## config.mk

```make
export PLATFORM = sky130hd
export DESIGN_NAME = ex_muldiv
export DESIGN_NICKNAME = d
export VERILOG_FILES = /design/src/rtl/muldiv_pkg.sv /design/src/rtl/muldiv_signfix.sv /design/src/rtl/ex_muldiv.sv
export SDC_FILE = /design/constraint.sdc
export NUM_CORES = 1
export LEC_CHECK = 0
export CAP_MARGIN = 10
export CELL_PAD_IN_SITES_DETAIL_PLACEMENT = 2
export CELL_PAD_IN_SITES_GLOBAL_PLACEMENT = 2
export CORE_MARGIN = 2
export CORE_UTILIZATION = 32
export DETAILED_ROUTE_END_ITERATION = 10
export HOLD_SLACK_MARGIN = 0.06
export PLACE_DENSITY_LB_ADDON = 0.1
export SETUP_SLACK_MARGIN = 0.2
export SLEW_MARGIN = 20
export SYNTH_ARGS = -nofsm -noshare
export SYNTH_HDL_FRONTEND = slang
export SYNTH_SLANG_ARGS = --single-unit
```

## constraint.sdc

```tcl
create_clock -name clk -period 3.2 [get_ports clk]
set_input_delay 0.64 -clock clk [delete_from_list [all_inputs] [get_ports clk]]
set_output_delay 0.64 -clock clk [all_outputs]
set_load 0.005 [all_outputs]
```

## src/rtl/muldiv_pkg.sv

```systemverilog
// muldiv_pkg: shared op encodings, FSM state type and sizing helper for ex_muldiv.
//   OP_*       : 3-bit op field values presented on ex_muldiv.op
//   state_e    : iterative unit FSM states
//   cnt_width  : bits needed to hold a step counter that counts down from w
package muldiv_pkg;

   localparam logic [2:0] OP_MULT  = 3'b000;
   localparam logic [2:0] OP_MULTU = 3'b001;
   localparam logic [2:0] OP_DIV   = 3'b010;
   localparam logic [2:0] OP_DIVU  = 3'b011;
   localparam logic [2:0] OP_MTHI  = 3'b100;
   localparam logic [2:0] OP_MTLO  = 3'b101;

   typedef enum logic [1:0] {IDLE, MUL, DIV, FIX} state_e;

   function automatic int cnt_width(input int w);
      return $clog2(w + 1);
   endfunction

endpackage

```

## src/rtl/muldiv_signfix.sv

```systemverilog
// muldiv_signfix: conditional two's-complement negate, used both to take operand
// magnitudes and to restore result signs.
//   val_i : value to pass through or negate
//   neg_i : 1 = output -val_i, 0 = output val_i
//   res_o : result
module muldiv_signfix #(
   parameter int WIDTH = 32
) (
   input  logic [WIDTH-1:0] val_i,
   input  logic             neg_i,
   output logic [WIDTH-1:0] res_o
);

   assign res_o = neg_i ? -val_i : val_i;

endmodule

```

## src/rtl/ex_muldiv.sv

```systemverilog
// ex_muldiv: iterative MULT/MULTU/DIV/DIVU unit with HI/LO registers beside the EX ALU.
//   clk, rst_n     : rising-edge clock, asynchronous active-low reset
//   start, op      : issue request and op code (sampled only in IDLE)
//   data_a, data_b : rs / rt operands; data_a also sources MTHI/MTLO
//   flush          : cancels any in-flight operation and any same-cycle request
//   busy, stall    : unit occupied / pipeline freeze request (combinational)
//   done           : one-cycle pulse when HI/LO take a mul/div result
//   hi, lo         : HI/LO registers
module ex_muldiv
   import muldiv_pkg::*;
#(
   parameter int WIDTH     = 32,
   parameter bit SIGNED_EN = 1'b1
) (
   input  logic             clk,
   input  logic             rst_n,
   input  logic             start,
   input  logic [2:0]       op,
   input  logic [WIDTH-1:0] data_a,
   input  logic [WIDTH-1:0] data_b,
   input  logic             flush,
   output logic             busy,
   output logic             stall,
   output logic             done,
   output logic [WIDTH-1:0] hi,
   output logic [WIDTH-1:0] lo
);

   localparam int CW = cnt_width(WIDTH);
   localparam int W2 = 2 * WIDTH;

   state_e           state_q, state_d;
   logic [CW-1:0]    cnt_q, cnt_d;
   logic [W2-1:0]    acc_q, acc_d;
   logic [WIDTH-1:0] opnd_q, opnd_d, hi_q, hi_d, lo_q, lo_d;
   logic             sa_q, sa_d, sb_q, sb_d, div_q, div_d, done_q, done_d;

   logic             is_mul, is_div, is_md, sgn_op, idle_req;
   logic [WIDTH-1:0] mag_a, mag_b, quo_fix, rem_fix;
   logic [W2-1:0]    prod_fix, mul_next, div_next;
   logic [WIDTH:0]   mul_sum, r_sh, diff;

   assign is_mul   = (op == OP_MULT) || (op == OP_MULTU);
   assign is_div   = (op == OP_DIV) || (op == OP_DIVU);
   assign is_md    = is_mul || is_div;
   assign sgn_op   = SIGNED_EN && ((op == OP_MULT) || (op == OP_DIV));
   assign idle_req = (state_q == IDLE) && start && !flush;

   muldiv_signfix #(.WIDTH(WIDTH)) u_mag_a (
      .val_i (data_a),
      .neg_i (sgn_op && data_a[WIDTH-1]),
      .res_o (mag_a)
   );

   muldiv_signfix #(.WIDTH(WIDTH)) u_mag_b (
      .val_i (data_b),
      .neg_i (sgn_op && data_b[WIDTH-1]),
      .res_o (mag_b)
   );

   // Multiply: acc = {partial product, remaining multiplier bits}; add the
   // multiplicand when the current multiplier LSB is set, then shift right.
   assign mul_sum  = {1'b0, acc_q[W2-1:WIDTH]} + (acc_q[0] ? {1'b0, opnd_q} : '0);
   assign mul_next = {mul_sum, acc_q[WIDTH-1:1]};

   // Divide: acc = {partial remainder, dividend bits / quotient bits}. The shifted
   // remainder needs one extra bit so the trial subtraction's sign is exact.
   assign r_sh     = acc_q[W2-1:WIDTH-1];
   assign diff     = r_sh - {1'b0, opnd_q};
   assign div_next = diff[WIDTH] ? {r_sh[WIDTH-1:0], acc_q[WIDTH-2:0], 1'b0}
                                 : {diff[WIDTH-1:0], acc_q[WIDTH-2:0], 1'b1};

   muldiv_signfix #(.WIDTH(W2)) u_fix_prod (
      .val_i (acc_q),
      .neg_i (sa_q ^ sb_q),
      .res_o (prod_fix)
   );

   // A zero divisor leaves the all-ones quotient unsigned-looking regardless of
   // the dividend sign; the remainder then equals the original dividend.
   muldiv_signfix #(.WIDTH(WIDTH)) u_fix_quo (
      .val_i (acc_q[WIDTH-1:0]),
      .neg_i ((sa_q ^ sb_q) && (opnd_q != '0)),
      .res_o (quo_fix)
   );

   muldiv_signfix #(.WIDTH(WIDTH)) u_fix_rem (
      .val_i (acc_q[W2-1:WIDTH]),
      .neg_i (sa_q),
      .res_o (rem_fix)
   );

   always_ff @(posedge clk or negedge rst_n) begin
      if (!rst_n) state_q <= IDLE;
      else        state_q <= state_d;
   end

   always_comb begin
      state_d = state_q;
      case (state_q)
         IDLE:     state_d = (start && is_md) ? (is_div ? DIV : MUL) : IDLE;
         MUL, DIV: state_d = (cnt_q == CW'(1)) ? FIX : state_q;
         FIX:      state_d = IDLE;
         default:  state_d = IDLE;
      endcase
      if (flush) state_d = IDLE;
   end

   always_comb begin
      busy  = (state_q != IDLE);
      stall = busy || (start && is_md);
   end

   always_comb begin
      cnt_d  = cnt_q;
      acc_d  = acc_q;
      opnd_d = opnd_q;
      sa_d   = sa_q;
      sb_d   = sb_q;
      div_d  = div_q;
      hi_d   = hi_q;
      lo_d   = lo_q;
      done_d = 1'b0;
      if (idle_req && is_md) begin
         cnt_d  = CW'(WIDTH);
         acc_d  = {{WIDTH{1'b0}}, is_div ? mag_a : mag_b};
         opnd_d = is_div ? mag_b : mag_a;
         sa_d   = sgn_op && data_a[WIDTH-1];
         sb_d   = sgn_op && data_b[WIDTH-1];
         div_d  = is_div;
      end
      if (idle_req && (op == OP_MTHI)) hi_d = data_a;
      if (idle_req && (op == OP_MTLO)) lo_d = data_a;
      if (!flush && ((state_q == MUL) || (state_q == DIV))) begin
         acc_d = (state_q == MUL) ? mul_next : div_next;
         cnt_d = cnt_q - CW'(1);
      end
      if (!flush && (state_q == FIX)) begin
         hi_d   = div_q ? rem_fix : prod_fix[W2-1:WIDTH];
         lo_d   = div_q ? quo_fix : prod_fix[WIDTH-1:0];
         done_d = 1'b1;
      end
   end

   always_ff @(posedge clk or negedge rst_n) begin
      if (!rst_n) begin
         cnt_q  <= '0;
         acc_q  <= '0;
         opnd_q <= '0;
         sa_q   <= 1'b0;
         sb_q   <= 1'b0;
         div_q  <= 1'b0;
         hi_q   <= '0;
         lo_q   <= '0;
         done_q <= 1'b0;
      end else begin
         cnt_q  <= cnt_d;
         acc_q  <= acc_d;
         opnd_q <= opnd_d;
         sa_q   <= sa_d;
         sb_q   <= sb_d;
         div_q  <= div_d;
         hi_q   <= hi_d;
         lo_q   <= lo_d;
         done_q <= done_d;
      end
   end

   assign done = done_q;
   assign hi   = hi_q;
   assign lo   = lo_q;

endmodule

```

==> impl_metrics.tcl <==
set metrics [dict create \
    placed_cell_area_um2 20100 \
    grt_antenna_before_repair 2 \
    fin_area_um2 23100 \
    critical_path_arrival_ns 4.00 \
    clock-sinks 172 \
    core_um2 45600 \
    drt_iter0_drc 1813 \
    firstDrtPassIters 6 \
    grt.total_usage 0.371 \
    syn_inst 1837 \
    vdd_drop_max_v 0.000523 \
    io_buffers 137 \
    cp-start-kind "register" \
    period_minus_slack_ns 3.63 \
    status "finished with violations" \
    grt_first_pass_wirelength_mm 131 \
    insertion_delay_ns 0.53 \
    slowest_stage "dfrtp_1" \
    leakage_nw 10.1 \
    synth_nets 1983 \
    drt_wl_total_mm 104 \
    clk_pin_slew_ns 0.08 \
    drv_cap 0 \
    h-tree-depth 4 \
    finalSetupTns_ns -16.66 \
    grt_overflow 0 \
    fp.dieH_um 219 \
    grt_max_degree 92 \
    crit_required_ns 3.57 \
    yosys_register_bits 172 \
    synth_cell_type_count 78 \
    nFillCells 4820 \
    whs_ns 0.109 \
    critPathLaunch "acc_q[0]" \
    initial_core_util 0.326 \
    final_net_count 2536 \
    gp_congestion 0.950 \
    cp_cell_sequence "inv_2 > buf_12 > buf_4 > nor2_2 > ha_1 > buf_4 > a21oi_1 > nor2b_1 > o31a_1 > a31o_4 > a31oi_4 > o221ai_2 > a21oi_2 > o31a_1 > xor2_1 > a311oi_2" \
    final_common_cell "buf_4" \
    synth_edf_count 0 \
    slew_headroom 0.299 \
    setup_violations 75 \
    r2r-start "acc_q[0]" \
    ctsRootBufferMaster "clkbuf_16" \
    fmaxAchievable_mhz 275 \
    ys.flop_type "dfrtp_1" \
    critPathMaxStageDelay_ns 0.44 \
    finalClockSkew_ns 0.0190 \
    fin_ws_ns -0.432 \
    dpl.cell_count 2884 \
    avgRoutedWirePerCell_um 34.7 \
    regToRegEndpoint "acc_q[62]" \
    endpoint "acc_q[62]" \
    crit_type "register to register" \
    ys_warn_count 0 \
    drive_gt1_frac 0.345 \
    ant_nets 0 \
    end_kind "register" \
    utilization 0.508 \
    cts_buffers 17 \
    ys_seq_area_frac 0.290 \
    io_pins 138 \
    avgSynthCellArea_um2 8.08 \
    rrSetupSlack_ns -0.43 \
    vias 19022 \
    syn_area_um2 14800 \
    grt_pass1_vias 20049 \
    die_x_um 219 \
    totalPowerFinal_mw 24.1 \
    tightest_slew_ns 1.04 \
    path_max_fanout 7 \
    layoutNonFillerInstCount 3004 \
    cts_tree "yes" \
    synthArstFlopShare 1.00 \
    powerDensity_nw_per_um2 1040 \
    viasPerCell 6.33 \
    hpwl_mm 63.1 \
    pre_cts_ws_ns -0.667 \
    area_growth_pct 55.8 \
    finalMaxSlewViolations 0 \
    row_count 78 \
    rr_worst_depth 16 \
    rsz0062_at_grt "true" \
    ctsLongestPathBuffers 2 \
    drc 0 \
    layout_common_cells "buf_4 (446), nand2_1 (164), dfrtp_1 (164)" \
    hold_viol_final 0 \
    period_share 1.13 \
    dieArea_um2 48100 \
    hold_path.class "input pin to asynchronous set/reset pin" \
    violations "negative setup slack" \
]
-- worst max-delay path, delay by kind of cell, from the launching register on --
kind                       cells  cell delay (ns)
adders and majority gates      1             0.32
DFF                            1             0.44
xor gates and xnor gates       1             0.18
AOI/OAI and AO/OA              8             1.80
buffers and inverters          4             0.55
and+or+nand+nor                2             0.16
-- repair_timing --
| action | 4_1_cts | 5_1_grt |
|---|---|---|
| pin swaps | 110 | 96 |
| resized for setup | 251 | 159 |
| hold buffers | 0 | 0 |
| endpoints found under the setup margin | 92 | 116 |
| buffers inserted | 45 | 36 |
| gates cloned | 6 | 0 |
-- cell usage after synthesis (4+ instances only) --
| master | number | area [µm²] |
|---|---|---|
| dfrtp_1 | 172 | 4300 |
| nand2_1 | 171 | 642 |
| o21ai_0 | 166 | 831 |
| nor2_1 | 157 | 589 |
| a21oi_1 | 148 | 741 |
| xnor2_1 | 107 | 937 |
| clkbuf_1 | 99 | 372 |
| mux2i_1 | 86 | 861 |
| ha_1 | 73 | 913 |
| a211oi_1 | 69 | 518 |
| xor2_1 | 68 | 596 |
| inv_1 | 66 | 248 |
| a21o_1 | 42 | 315 |
| a22oi_1 | 37 | 278 |
| nor3_1 | 29 | 145 |
| o31ai_1 | 26 | 195 |
| nand2b_1 | 23 | 144 |
| nor4_1 | 22 | 138 |
| nor2b_1 | 20 | 125 |
| nand3_1 | 19 | 95.1 |
| a31oi_1 | 18 | 113 |
| or3_1 | 16 | 100 |
| o221ai_1 | 15 | 131 |
| nand4_1 | 14 | 87.6 |
| or4_1 | 12 | 90.1 |
| and2_1 | 11 | 68.8 |
| a211o_1 | 9 | 78.8 |
| o21ai_1 | 9 | 45.0 |
| a221o_1 | 8 | 80.1 |
| and3_1 | 8 | 50.1 |
| o21a_1 | 8 | 60.1 |
| o41ai_1 | 8 | 70.1 |
| buf_1 | 7 | 26.3 |
| o31a_1 | 7 | 61.3 |
| o21bai_1 | 6 | 45.0 |
| nor3b_1 | 5 | 37.5 |
| or2_2 | 5 | 31.3 |
| a21boi_0 | 4 | 30.0 |
| o211ai_1 | 4 | 30.0 |
-- final cells by class --
class	instances	area, µm²	area share
repair buffers	647	5660	0.245
multi-input cells	1485	11600	0.501
clock buffers	20	437	0.0189
flip-flops and latches	172	4310	0.187
well taps	600	751	0.0325
inverters	67	255	0.0110
clock inverters	12	114	0.00492
diodes	1	2.50	0.000108
-- metal layers --
layer,global-route usage,vias to the layer above,wire length [µm]
li1,-,7777,-
met4,0.223,0,7850
met1,0.433,9808,39400
met3,0.0715,407,7580
met5,0,-,0
met2,0.630,1030,49500
-- cell families after synthesis --
family,share of synthesized area
buf+inv,0.0487
flops,0.290
xor+xnor,0.103
compound gates,0.266
mux,0.0587
simple gates,0.170
fa+ha+maj,0.0642
-- registers in the layout, summed over array words and instances (netlist names) --
register and flops:
sa_q 1, acc_q 64, opnd_q 32, cnt_q 6, hi 32, state_q 2
div_q 1, sb_q 1, lo 32, done 1
-- how the worst min path moves through the flow --
stage,startpoint,to,depth (start not counted)
2_1_floorplan,rst_n,acc_q[0],0
3_3_place_gp,cnt_q[5],cnt_q[5],1
3_5_place_dp,cnt_q[5],cnt_q[5],1
4_1_cts,rst_n,acc_q[44],1
5_1_grt,rst_n,acc_q[46],1
6_report,rst_n,acc_q[46],1
-- report_power, final --
part           switching, mW  internal (mW)
Sequential             0.844           2.90
Combinational           10.3           7.85
Clock                   1.18           1.08
Total                   12.3           11.8
No activity file was read; power rests on OpenSTA's default activity.
